<file path="src/rtl/awb_gain.sv">
// awb_gain: gray-world auto white balance; per-frame RGB sums feed a serial divider that yields R/B gains for the next frame.
// Latency: pixel path exactly 3 cycles; new gains ready 23 cycles after frame end, applied at the following frame start.
// Backpressure: none; one pixel per cycle in and out, the pipeline never stalls.

module awb_gain #(
  parameter int SUM_W    = 30,
  parameter int GAIN_MIN = 64,
  parameter int GAIN_MAX = 1023
) (
  input  logic       clk,
  input  logic       rst,
  input  logic       awb_en,
  input  logic       in_vs,
  input  logic       in_de,
  input  logic [7:0] in_R,
  input  logic [7:0] in_G,
  input  logic [7:0] in_B,
  output logic       out_vs,
  output logic       out_de,
  output logic [7:0] out_R,
  output logic [7:0] out_G,
  output logic [7:0] out_B,
  output logic [9:0] gain_r,
  output logic [9:0] gain_b,
  output logic       awb_busy
);

  localparam int          NUM_W    = SUM_W + 8;
  localparam int          DIV_W    = SUM_W + 11;
  localparam logic [9:0]  GAIN_ONE = 10'd256;
  localparam logic [10:0] GMIN_Q   = 11'(GAIN_MIN);
  localparam logic [10:0] GMAX_Q   = 11'(GAIN_MAX);

  typedef struct packed {
    logic [7:0] r;
    logic [7:0] g;
    logic [7:0] b;
  } rgb_t;

  typedef enum logic [1:0] {IDLE, DIV_R, DIV_B, UPDATE} state_t;

  // frame edge tracking
  logic vs_prev_q, vs_prev_d;
  logic frame_q, frame_d;
  logic vs_rise, vs_fall;

  // statistics
  logic [SUM_W-1:0] sum_r_q, sum_r_d, sum_g_q, sum_g_d, sum_b_q, sum_b_d;

  // applied and shadow gains
  logic [9:0] gain_r_q, gain_r_d, gain_b_q, gain_b_d;
  logic [9:0] shadow_r_q, shadow_r_d, shadow_b_q, shadow_b_d;

  // divider
  state_t           state_q, state_d;
  logic [NUM_W-1:0] num_q, num_d;
  logic [SUM_W-1:0] den_r_q, den_r_d, den_b_q, den_b_d;
  logic [DIV_W-1:0] rem_q, rem_d, dsh_q, dsh_d;
  logic [9:0]       quo_q, quo_d;
  logic [3:0]       cnt_q, cnt_d;
  logic [9:0]       res_r_q, res_r_d, res_b_q, res_b_d;
  logic [SUM_W-1:0] cur_den;
  logic [DIV_W-1:0] den_sh;
  logic             div_zero, div_ovf, step_ge;
  logic [10:0]      quo_nx;
  logic [9:0]       div_res;

  // pixel pipeline
  logic        s1_vs_q, s1_vs_d, s1_de_q, s1_de_d;
  rgb_t        s1_pix_q, s1_pix_d;
  logic        s2_vs_q, s2_vs_d, s2_de_q, s2_de_d;
  logic [17:0] s2_pr_q, s2_pr_d, s2_pb_q, s2_pb_d;
  logic [7:0]  s2_g_q, s2_g_d;
  logic        s3_vs_q, s3_vs_d, s3_de_q, s3_de_d;
  rgb_t        s3_pix_q, s3_pix_d;

  function automatic logic [9:0] clamp_gain(input logic [10:0] q);
    if (q < GMIN_Q) begin
      return GMIN_Q[9:0];
    end else if (q > GMAX_Q) begin
      return GMAX_Q[9:0];
    end
    return q[9:0];
  endfunction

  function automatic logic [7:0] round_sat(input logic [17:0] p);
    logic [10:0] sh;
    sh = 11'((19'(p) + 19'd128) >> 8);
    if (sh > 11'd255) begin
      return 8'hFF;
    end
    return sh[7:0];
  endfunction

  // Frame start/end detection; a frame only counts if its start was seen after reset
  always_comb begin
    vs_prev_d = in_vs;
    frame_d   = frame_q;
    vs_rise   = in_vs & ~vs_prev_q;
    vs_fall   = ~in_vs & vs_prev_q & frame_q;
    if (vs_rise) begin
      frame_d = 1'b1;
    end else if (!in_vs) begin
      frame_d = 1'b0;
    end
  end

  // Per-channel sums; the pixel on the frame-start cycle starts the new sum
  always_comb begin
    sum_r_d = sum_r_q;
    sum_g_d = sum_g_q;
    sum_b_d = sum_b_q;
    if (vs_rise) begin
      sum_r_d = in_de ? SUM_W'(in_R) : '0;
      sum_g_d = in_de ? SUM_W'(in_G) : '0;
      sum_b_d = in_de ? SUM_W'(in_B) : '0;
    end else if (in_vs && in_de && frame_q) begin
      sum_r_d = sum_r_q + SUM_W'(in_R);
      sum_g_d = sum_g_q + SUM_W'(in_G);
      sum_b_d = sum_b_q + SUM_W'(in_B);
    end
  end

  // Applied gains change only at frame start, so a frame never sees a mid-frame step
  always_comb begin
    gain_r_d = gain_r_q;
    gain_b_d = gain_b_q;
    if (vs_rise) begin
      gain_r_d = awb_en ? shadow_r_q : GAIN_ONE;
      gain_b_d = awb_en ? shadow_b_q : GAIN_ONE;
    end
  end

  // Divider FSM: two fixed-length 11-step restoring divisions then one shadow-update cycle
  always_comb begin
    state_d    = state_q;
    num_d      = num_q;
    den_r_d    = den_r_q;
    den_b_d    = den_b_q;
    rem_d      = rem_q;
    dsh_d      = dsh_q;
    quo_d      = quo_q;
    cnt_d      = cnt_q;
    res_r_d    = res_r_q;
    res_b_d    = res_b_q;
    shadow_r_d = shadow_r_q;
    shadow_b_d = shadow_b_q;

    cur_den  = (state_q == DIV_B) ? den_b_q : den_r_q;
    den_sh   = DIV_W'(cur_den) << 10;
    div_zero = (cur_den == '0);
    div_ovf  = (DIV_W'(num_q) >= den_sh);
    step_ge  = (rem_q >= dsh_q);
    quo_nx   = {quo_q, step_ge};
    if (div_zero) begin
      div_res = GAIN_ONE;
    end else if (div_ovf) begin
      div_res = GMAX_Q[9:0];
    end else begin
      div_res = clamp_gain(quo_nx);
    end

    unique case (state_q)
      IDLE: begin
        if (vs_fall) begin
          num_d   = {sum_g_q, 8'h00};
          den_r_d = sum_r_q;
          den_b_d = sum_b_q;
          rem_d   = DIV_W'({sum_g_q, 8'h00});
          dsh_d   = DIV_W'(sum_r_q) << 10;
          quo_d   = '0;
          cnt_d   = '0;
          state_d = DIV_R;
        end
      end
      DIV_R, DIV_B: begin
        if (step_ge) begin
          rem_d = rem_q - dsh_q;
        end
        dsh_d = dsh_q >> 1;
        quo_d = quo_nx[9:0];
        cnt_d = cnt_q + 4'd1;
        if (cnt_q == 4'd10) begin
          cnt_d = '0;
          quo_d = '0;
          if (state_q == DIV_R) begin
            res_r_d = div_res;
            rem_d   = DIV_W'(num_q);
            dsh_d   = DIV_W'(den_b_q) << 10;
            state_d = DIV_B;
          end else begin
            res_b_d = div_res;
            state_d = UPDATE;
          end
        end
      end
      UPDATE: begin
        shadow_r_d = res_r_q;
        shadow_b_d = res_b_q;
        state_d    = IDLE;
      end
      default: state_d = IDLE;
    endcase
  end

  // Pixel path: register, multiply, round and saturate
  always_comb begin
    s1_vs_d  = in_vs;
    s1_de_d  = in_de;
    s1_pix_d = {in_R, in_G, in_B};
    s2_vs_d  = s1_vs_q;
    s2_de_d  = s1_de_q;
    s2_pr_d  = 18'(s1_pix_q.r) * 18'(gain_r_q);
    s2_pb_d  = 18'(s1_pix_q.b) * 18'(gain_b_q);
    s2_g_d   = s1_pix_q.g;
    s3_vs_d  = s2_vs_q;
    s3_de_d  = s2_de_q;
    s3_pix_d = {round_sat(s2_pr_q), s2_g_q, round_sat(s2_pb_q)};
  end

  // State registers with synchronous reset
  always_ff @(posedge clk) begin
    if (rst) begin
      vs_prev_q  <= 1'b1;
      frame_q    <= 1'b0;
      sum_r_q    <= '0;
      sum_g_q    <= '0;
      sum_b_q    <= '0;
      gain_r_q   <= GAIN_ONE;
      gain_b_q   <= GAIN_ONE;
      shadow_r_q <= GAIN_ONE;
      shadow_b_q <= GAIN_ONE;
      state_q    <= IDLE;
      num_q      <= '0;
      den_r_q    <= '0;
      den_b_q    <= '0;
      rem_q      <= '0;
      dsh_q      <= '0;
      quo_q      <= '0;
      cnt_q      <= '0;
      res_r_q    <= GAIN_ONE;
      res_b_q    <= GAIN_ONE;
      s1_vs_q    <= 1'b0;
      s1_de_q    <= 1'b0;
      s1_pix_q   <= '0;
      s2_vs_q    <= 1'b0;
      s2_de_q    <= 1'b0;
      s2_pr_q    <= '0;
      s2_pb_q    <= '0;
      s2_g_q     <= '0;
      s3_vs_q    <= 1'b0;
      s3_de_q    <= 1'b0;
      s3_pix_q   <= '0;
    end else begin
      vs_prev_q  <= vs_prev_d;
      frame_q    <= frame_d;
      sum_r_q    <= sum_r_d;
      sum_g_q    <= sum_g_d;
      sum_b_q    <= sum_b_d;
      gain_r_q   <= gain_r_d;
      gain_b_q   <= gain_b_d;
      shadow_r_q <= shadow_r_d;
      shadow_b_q <= shadow_b_d;
      state_q    <= state_d;
      num_q      <= num_d;
      den_r_q    <= den_r_d;
      den_b_q    <= den_b_d;
      rem_q      <= rem_d;
      dsh_q      <= dsh_d;
      quo_q      <= quo_d;
      cnt_q      <= cnt_d;
      res_r_q    <= res_r_d;
      res_b_q    <= res_b_d;
      s1_vs_q    <= s1_vs_d;
      s1_de_q    <= s1_de_d;
      s1_pix_q   <= s1_pix_d;
      s2_vs_q    <= s2_vs_d;
      s2_de_q    <= s2_de_d;
      s2_pr_q    <= s2_pr_d;
      s2_pb_q    <= s2_pb_d;
      s2_g_q     <= s2_g_d;
      s3_vs_q    <= s3_vs_d;
      s3_de_q    <= s3_de_d;
      s3_pix_q   <= s3_pix_d;
    end
  end

  assign out_vs   = s3_vs_q;
  assign out_de   = s3_de_q;
  assign out_R    = s3_pix_q.r;
  assign out_G    = s3_pix_q.g;
  assign out_B    = s3_pix_q.b;
  assign gain_r   = gain_r_q;
  assign gain_b   = gain_b_q;
  assign awb_busy = (state_q != IDLE);

endmodule
</file>
<file path="config.mk">
export PLATFORM = sky130hd
export DESIGN_NAME = awb_gain
export DESIGN_NICKNAME = d
export VERILOG_FILES = /design/src/rtl/awb_gain.sv
export SDC_FILE = /design/constraint.sdc
export NUM_CORES = 1
export LEC_CHECK = 0
export ABC_AREA = 1
export BUFFER_PORTS_ARGS = -buffer_cell sky130_fd_sc_hd__buf_2
export CAP_MARGIN = 10
export CORE_ASPECT_RATIO = 0.5
export CORE_MARGIN = 2
export CORE_UTILIZATION = 35
export DETAILED_ROUTE_END_ITERATION = 6
export PLACE_DENSITY = 0.59
export SYNTH_ARGS = -nofsm -noshare
export SYNTH_HDL_FRONTEND = slang
export SYNTH_SLANG_ARGS = --single-unit
export TNS_END_PERCENT = 5
</file>
<file path="constraint.sdc">
create_clock -name clk -period 5.63 [get_ports clk]
set_input_delay 0.8445 -clock clk [delete_from_list [all_inputs] [get_ports clk]]
set_output_delay 0.8445 -clock clk [all_outputs]
set_load 0.02 [all_outputs]
</file>
-- Word-level counts from Yosys, hierarchy flattened
Cells that the tools add are included.
- register bits: 438
- input bits: 29
- output and inout port bits: 47
- word-level logic and storage cells: 123
- add/sub/neg operators: 7
- $mul: 2
- order comparisons: 6
- equality and inequality tests: 7
- mux-type cells: 48
- bitwise gates (word level): 6
- reduce and logical (&&, ||, !) cells: 13
- operators with widths (cell ; number):
    2-to-1 mux 30 bit ; 7
    2-to-1 mux 41 bit ; 5
    one-hot mux 41 bit (2 select lines) ; 2
    adder 30 x 8 -> 30 bit ; 3
    2-to-1 mux 10 bit ; 9
    2-to-1 mux 40 bit ; 2
    2-to-1 mux 8 bit ; 7
    >= comparator 41 bit ; 1
    subtractor 41 bit ; 1
    >= comparator 38 x 40 -> 1 bit ; 1
    adder 18 x 8 -> 19 bit (second input constant) ; 2
    multiplier 8 x 10 -> 18 bit ; 2
    logical NOT 30 bit ; 1
    greater-than comparator 11 x 8 -> 1 bit (second input constant) ; 2
    one-hot mux 10 bit (2 select lines) ; 1
    greater-than comparator 11 x 10 -> 1 bit (second input constant) ; 1
    less-than comparator 11 x 7 -> 1 bit (second input constant) ; 1
    2-to-1 mux 1 bit ; 9
    2-to-1 mux 4 bit ; 2
    one-hot mux 4 bit (2 select lines) ; 1
    one-hot mux 2 bit (3 select lines) ; 1
    AND reduction 2 bit ; 3
    AND reduction 3 bit ; 2
    nonzero test 2 bit ; 3
    12 further kinds ; 20

-- Longest topological paths before layout
Gate-level depths: netlist of the first run.
- depth in word-level cells: 9
- gate-level depth with buffers: 23
- mapped depth without buffers: 22

-- Worst setup path before layout of the first run
Ideal clock, no wire load.
- path kind: register -> register
- start: register gain_b_q[0], in the netlist gain_b[0]
- end: register s2_pb_q[13]
- setup time: 113 ps
- arrival: 4137 ps
- path slack: 1380 ps
- stages on the path, launching flop included: 22
- buffers on the path: 1
- period minus slack after synthesis: 4250 ps
- path through: dfxtp_1 clkbuf_1 nand2_1 fa_1 fa_1 inv_1 fa_1 inv_1 fa_1 inv_1 ha_1 nand2_1 inv_1 nand3_1 o21bai_1 nand2_1 nand2_1 nand2_1 nand2_1 nand2_1 nand2_1 nor2_1
- longest elaborated chain between the ends: 1
- RTL lines (item ; RTL line ; text):
    start, declared ; 51 ; logic [9:0] gain_r_q, gain_r_d, gain_b_q, gain_b_d;
    start signal, assigned ; 261 ; gain_b_q <= gain_b_d;
    multiplier 8 x 10 -> 18 bit ; 214 ; s2_pb_d = 18'(s1_pix_q.b) * 18'(gain_b_q);
    end signal, assigned ; 280 ; s2_pb_q <= s2_pb_d;
    end, declared ; 72 ; logic [17:0] s2_pr_q, s2_pr_d, s2_pb_q, s2_pb_d;
No other way between the ends.
A chain may end at the register's enable or synchronous reset.

-- Final worst setup path of the first run
- start: register s1_pix_q[7] (netlist bit)
- end: register s2_pb_q[13]
- longest elaborated chain between the ends: 1
- RTL lines (item ; RTL line ; text):
    start, declared ; 70 ; rgb_t s1_pix_q, s1_pix_d;
    start signal, assigned ; 276 ; s1_pix_q <= s1_pix_d;
    multiplier 8 x 10 -> 18 bit ; 214 ;
No other way between the ends.

==> results of run 1 <==
worst register-to-register path, cell delays in order (launching register included):
cell and delay [ns]:
dfxtp_1 0.56, nand2_1 0.15, fa_1 0.52, fa_1 0.54, inv_1 0.05, fa_1 0.52
inv_1 0.05, fa_1 0.52, inv_1 0.04, ha_1 0.34, nand2_1 0.09, inv_1 0.07
nand3_1 0.06, o21bai_1 0.30, nand2_1 0.09, nand2_1 0.11, nand2_1 0.06, nand2_1 0.07
nand2_1 0.05, nand2_1 0.06, nor2_1 0.06
registers in the layout (all words and copies together), names as in the netlist, 11 cells and up:
register and count:
num_q 30, dsh_q 40, rem_q 41, s1_pix_q 16, den_r_q 30, sum_r_q 30, s2_pr_q 11, sum_b_q 30
s2_pb_q 11, den_b_q 30, sum_g_q 30
power breakdown:
part           internal, µW  switching (µW)  total (µW)
clock                  1920            1310        3230
sequential             3250             183        3430
combinational          2550            6080        8630
total                  7720            7570       15300
cell families after synthesis:
kind of cell	after synthesis	synth area share
buffers and inverters	894	0.123
AO/OA/AOI/OAI	870	0.170
XOR/XNOR	43	0.0134
adder cells (fa/ha/maj)	268	0.146
AND/OR/NAND/NOR	1651	0.246
flip-flops	423	0.302
layout make-up:
| class | instances | area, µm² | area share |
|---|---|---|---|
| repair buffers | 101 | 573 | 0.0186 |
| clock inverters | 14 | 241 | 0.00785 |
| diodes | 1 | 2.50 | 0.0000813 |
| multi-input cells | 2832 | 16200 | 0.525 |
| clock buffers | 66 | 1340 | 0.0434 |
| inverters | 711 | 2670 | 0.0869 |
| well taps | 1050 | 1310 | 0.0427 |
| flip-flops and latches | 423 | 8470 | 0.275 |
layer usage:
layer	vias up	routed length, µm	track usage	part of all wire
li1	13200	-	-	-
met1	12300	40500	0.282	0.47
met2	704	38100	0.332	0.44
met3	125	4620	0.0229	0.054
met4	0	2990	0.0714	0.035
met5	-	0	0	0
how the worst max path moves through the flow:
stage | endpoint | cells after the start | slack [ns] | start
after floorplan | s2_pb_q[13] | 21 | 1.38 | gain_b[0]
after global placement | s2_pb_q[13] | 20 | 1.28 | s1_pix_q[7]
after detailed placement | s2_pb_q[13] | 20 | 1.24 | s1_pix_q[7]
after CTS | s2_pb_q[13] | 20 | 1.20 | s1_pix_q[7]
after global routing | s2_pr_q[10] | 19 | 0.85 | gain_r[1]
final | s2_pb_q[13] | 20 | 1.18 | s1_pix_q[7]
cells in the mapped netlist, types with 11 or more instances:
master	n	area (µm²)
a21oi_1	421	2110
a221oi_1	16	140
a31oi_1	16	100
a32o_1	18	180
buf_1	11	41.3
buf_2	27	135
clkbuf_1	133	499
dfxtp_1	423	8470
fa_1	98	1960
ha_1	170	2130
inv_1	695	2610
inv_2	14	52.6
nand2_1	932	3500
nand2_2	12	75.1
nand3_1	171	856
nand4_1	58	363
nor2_1	373	1400
nor2_2	15	93.8
nor3_1	47	235
o21a_1	12	90.1
o21ai_0	286	1430
o21ai_1	17	85.1
o22ai_1	31	194
xnor2_1	13	114
xor2_1	30	263
stage by stage:
stage	instance area (µm²)	hold slack, ns
5_1_grt	30800	0.416
2_1_floorplan	28100	0.388
3_3_place_gp	29200	0.391
4_1_cts	30800	0.401
6_report	30800	0.397
3_5_place_dp	29200	0.392
==> results.toml, run 1 <==
[clocking]
post_cts_buffers = 0
clockRootBuffer = "clkbuf_16"
clk_latency_ns = 0.61
ctsHoldBuffers = 0
clk_pin_slew_ns = 0.06
cts_resized = 0
cts_sinks = 423
clk_path_buf_depth = 3
htree_levels = 2
numCtsBuffers = 44
cts_tree = "yes"

[placed_design]
placedCellCount = 5117
post-dp-hpwl_um = 65300
numPortBuffers = 75
place.gp.congestion = 0.921
pre_cts_slack_ns = 1.24

[synthesis]
synth_seq_cells = 423
syn_inst = 4149
synth.distinct_cells = 61
yosysSeqAreaShare = 0.302
yosysWarnings = 0
synthFlopType = "dfxtp_1"
syn_nets = 4446
avgSynthCellArea_um2 = 6.76
async_reset_ff_frac = 0
syn_area_um2 = 28100
synth_edf_count = 0

[worst_setup_path]
timing.rr.end = "s2_pb_q[13]"
cpMostUsedCell = "nand2_1"
path_cells = "nand2_1, fa_1, fa_1, inv_1, fa_1, inv_1, fa_1, inv_1, ha_1, nand2_1, inv_1, nand3_1, o21bai_1, nand2_1, nand2_1, nand2_1, nand2_1, nand2_1, nand2_1, nor2_1"
reg2reg_depth = 20
crit_slowest_cell = "dfxtp_1"
crit_family = "adder cells"
critPathArrivalTime_ns = 4.91
r2r_slack_ns = 1.18
path_buf_inv = 4
cp_max_fo = 10
worst_ep_required_time_ns = 6.09
cp-end-kind = "register"
path_class = "register to register"
r2r-start = "s1_pix_q[7]"
max_stage_delay_ns = 0.56
start_kind = "register"

[floorplan]
fp.dieW_um = 404
die_area_um2 = 82600
ios = 76
die_h_um = 204
initial_utilization = 0.353
rows = 73
core_um2 = 79400

[timing]
timing.setup.tns_ns = 0
setup_viol = 0
slew_violations = 0
final.period_utilization = 0.791
relSlewSlack = 0.295
hold_viol_final = 0
grt_setup_unrepaired = "false"
fmax_mhz = 225
fin_crit_ns = 4.45
timing.final.ws_setup_ns = 1.18
final.setup_skew_ns = 0.0369
worst_slew_pin_slew_ns = 1.06

[global_routing]
grt_pass1_vias = 24600
grt_pass1_wl_um = 135000
antenna_found_initial = 1
overflow = 0
grt_start_max_net_pins = 109
grt_use_total = 0.205

[finish]
nets = 4410
fill_cells = 8395
layout-drive-gt1-share = 0.0596
final_util = 0.388
mostFrequentLayoutCells = "nand2_1 (932), inv_1 (694), dfxtp_1 (423), a21oi_1 (421), nor2_1 (370)"
area_growth_pct = 9.69
instances_no_fill = 5198
layout_commonest_cell = "nand2_1"

[detailed_routing]
vias = 26300
firstDrtPassIters = 6
drc_errors = 0
wl_um = 86300
wl_per_cell_um = 16.6
drt-initial-drc-count = 2258
ant_nets = 0
viasPerCell = 5.06

[worst_hold_path]
whs_path_depth = 2
hold_path_class = "register to register"
hold_start = "s2_g_d[6]"
whs_endpoint = "s2_g_q[6]"

[power]
p_per_area_nw_per_um2 = 497
power_uw = 15300
vdd_drop_max_uv = 477
power_leakage_uw = 0.0150

[status]
status = "complete, no violations"

[flow_run]
drv_cap = 0
(Power assumes the default switching activity.)
==> run 2: changes to the inputs <==
--- a/config.mk
+++ b/config.mk
@@ -5,14 +5,14 @@
 export SDC_FILE = /design/constraint.sdc
 export NUM_CORES = 1
 export LEC_CHECK = 0
-export ABC_AREA = 1
+export ABC_AREA = 0
 export BUFFER_PORTS_ARGS = -buffer_cell sky130_fd_sc_hd__buf_2
 export CAP_MARGIN = 10
 export CORE_ASPECT_RATIO = 0.5
 export CORE_MARGIN = 2
 export CORE_UTILIZATION = 35
 export DETAILED_ROUTE_END_ITERATION = 6
-export PLACE_DENSITY = 0.59
+export PLACE_DENSITY = 0.61
 export SYNTH_ARGS = -nofsm -noshare
 export SYNTH_HDL_FRONTEND = slang
 export SYNTH_SLANG_ARGS = --single-unit
==> constraint.sdc (replaced) <==
create_clock -name clk -period 3.65 [get_ports clk]
set_input_delay 0.5475 -clock clk [delete_from_list [all_inputs] [get_ports clk]]
set_output_delay 0.5475 -clock clk [all_outputs]
set_load 0.02 [all_outputs]
==> run 2 against run 1 <==
The flow now finishes with violations (setup timing). Design area decreased by 2.9%. Critical path type unchanged. Largest cell class unchanged. Sequential share of layout area increased by 1.1 points. Sequential cell count unchanged.
==> results.toml, run 2 <==
[worst_setup_path]
cp_max_fo = 5
path_class = "register to register"
r2r-start = "s1_pix_q[19]"
cp-startpoint = "s1_pix_q[19]"
reg2reg_depth = 16
endpoint = "s2_pr_q[14]"
start_kind = "register"
worst_ep_required_time_ns = 4.11
crit_slowest_cell = "fa_1"
r2r_slack_ns = -0.57
max_stage_delay_ns = 0.53
timing.rr.end = "s2_pr_q[14]"
critPathArrivalTime_ns = 4.68
cpMostUsedCell = "fa_1"
path_cells = "buf_4, and2_1, fa_1, fa_1, fa_1, inv_1, fa_1, inv_1, ha_4, a21o_1, a21oi_2, o31ai_4, a21o_1, a211o_1, nand2_1, nor2_1"
cp-end-kind = "register"

[clocking]
numCtsBuffers = 44
ctsHoldBuffers = 0
cts_sinks = 423
htree_levels = 2
clk_latency_ns = 0.59
clockRootBuffer = "clkbuf_16"
clk_pin_slew_ns = 0.07
cts_tree = "yes"
clk_path_buf_depth = 3

[floorplan]
core_um2 = 73200
die_h_um = 197
rows = 70
ios = 76
die_area_um2 = 76500
initial_utilization = 0.354
fp.dieW_um = 389

[finish]
layout-drive-gt1-share = 0.132
regMostFlops = "rem_q"
layout_commonest_cell = "nand2_1"
n_antenna_cell = 0
fill_cells = 7275
nets = 3515
largest_reg_flops = 41
top_regs = "rem_q (41), dsh_q (40)"
instances_no_fill = 4221
mostFrequentLayoutCells = "nand2_1 (397), dfxtp_1 (396), nor2_1 (292), a21oi_1 (244), inv_1 (220)"
area_growth_pct = 15.1

[synthesis]
synth_commonest_cells = "dfxtp_1 (423), nand2_1 (406), nor2_1 (297)"
syn_inst = 3126
synthFlopType = "dfxtp_1"
syn_nets = 3423
yosysSeqAreaShare = 0.326
synth_top_area_share = 0.326
synth_most_common_cell = "dfxtp_1"
synth_top_cell_by_area = "dfxtp_1"
synth.distinct_cells = 94
synth_edf_count = 0
avgSynthCellArea_um2 = 8.30
synth_area_leaders = "dfxtp_1 (33%), ha_1 (8.2%), fa_1 (7.6%)"
async_reset_ff_frac = 0
syn_area_um2 = 26000
synth_seq_cells = 423
yosysWarnings = 0

[detailed_routing]
ant_nets = 0
drt-initial-drc-count = 1764
drc_errors = 0
wl_um = 72300
firstDrtPassIters = 5
vias = 22300
viasPerCell = 5.27
wl_per_cell_um = 17.1

[timing]
setup_viol = 20
hold_viol_final = 0
timing.final.ws_setup_ns = -0.570
timing.setup.tns_ns = -7.95
grt_setup_unrepaired = "true"
final.setup_skew_ns = 0.0251
fmax_mhz = 237
relSlewSlack = 0.277
slew_violations = 0
final.period_utilization = 1.16
fin_crit_ns = 4.22
worst_slew_pin_slew_ns = 1.08

[global_routing]
grt_use_total = 0.187
overflow = 0
grt_start_max_net_pins = 128
grt_pass1_vias = 21300
grt_pass1_wl_um = 116000
antenna_found_initial = 0

[placed_design]
placedCellCount = 4139
place.gp.congestion = 0.882
numPortBuffers = 75
post-dp-hpwl_um = 53600

[status]
status = "finished, violations left"
violations = "setup timing"

[power]
vdd_drop_max_uv = 331
p_per_area_nw_per_um2 = 381
power_leakage_uw = 0.0120

[worst_hold_path]
hold_start = "in_G[4]"
hold_path_class = "primary input to register"

[flow_run]
drv_cap = 0
## run 2: cell count changes after synthesis, sizes merged, moves of 93 or more
| cell | delta |
|---|---|
| nand2 | -536 |
| inv | -487 |
| o21ai | -220 |
| a21oi | -171 |
| and2 | +115 |
| nand3 | -101 |
| nor2 | -93 |
## run 2: final cells by class
type | count | area, µm² | area share
timing repair buffer | 228 | 1610 | 0.0540
tap | 972 | 1220 | 0.0407
clock inverter | 13 | 163 | 0.00544
sequential | 423 | 8550 | 0.286
inverter | 223 | 837 | 0.0280
clock buffer | 64 | 1260 | 0.0421
multi-input combinational | 2298 | 16200 | 0.544
## run 2: cells by family after synthesis
| logic type | count (synthesis) | share of synthesized area |
|---|---|---|
| flops | 423 | 0.326 |
| buf+inv | 405 | 0.0604 |
| xor+xnor | 121 | 0.0408 |
| simple gates | 1150 | 0.208 |
| compound gates | 706 | 0.186 |
| mux | 53 | 0.0206 |
| fa+ha+maj | 268 | 0.158 |
## run 2: worst min-delay path by stage
stage | endpoint | slack, ns | cells past startpoint
3_5_place_dp | out_G[6] | 0.42 | 1
4_1_cts | s1_pix_q[16] | 0.19 | 2
3_3_place_gp | s2_g_q[4] | 0.42 | 1
5_1_grt | s1_pix_q[16] | 0.20 | 2
2_1_floorplan | out_G[0] | 0.41 | 1
6_report | s2_g_d[4] | 0.22 | 2
## run 2: metal layers
layer | up-vias | GRT usage | part of all wire
li1 | 10900 | - | -
met1 | 10700 | 0.253 | 0.47
met2 | 457 | 0.305 | 0.45
met3 | 111 | 0.0275 | 0.044
met4 | 0 | 0.0672 | 0.033
met5 | - | 0 | 0
## run 2: critical path, delay by kind of cell (launching register included)
kind | cells | cell delay [ns]
simple gates | 3 | 0.27
buf+inv | 3 | 0.24
compound gates | 5 | 0.99
fa+ha+maj | 5 | 2.24
flops | 1 | 0.34
## run 2: what timing repair did
item | 4_1_cts | 5_1_grt
gates resized for setup | 51 | 23
buffers inserted | 2 | 3
pin swaps | 26 | 24
endpoints found under the setup margin | 25 | 38
## run 2: per-stage QoR
stage | cell area [µm²] | power, µW | worst slack, ns | util | hold WS, ns
3_5_place_dp | 28200 | 6910 | -0.822 | 0.385 | 0.421
2_1_floorplan | 26100 | 6270 | -0.640 | - | 0.414
3_3_place_gp | 28200 | 6900 | -0.739 | 0.385 | 0.415
4_1_cts | 29800 | 11500 | -0.635 | 0.406 | 0.190
6_report | 29900 | 11400 | -0.570 | 0.408 | 0.221
5_1_grt | 29900 | 11900 | -0.738 | 0.408 | 0.200
## run 2: power breakdown
part	switching [µW]	internal (µW)	leakage (µW)
registers	68.1	4680	0.00344
clock network	2020	2500	0.000693
logic	1370	746	0.00788
total	3460	7920	0.0120
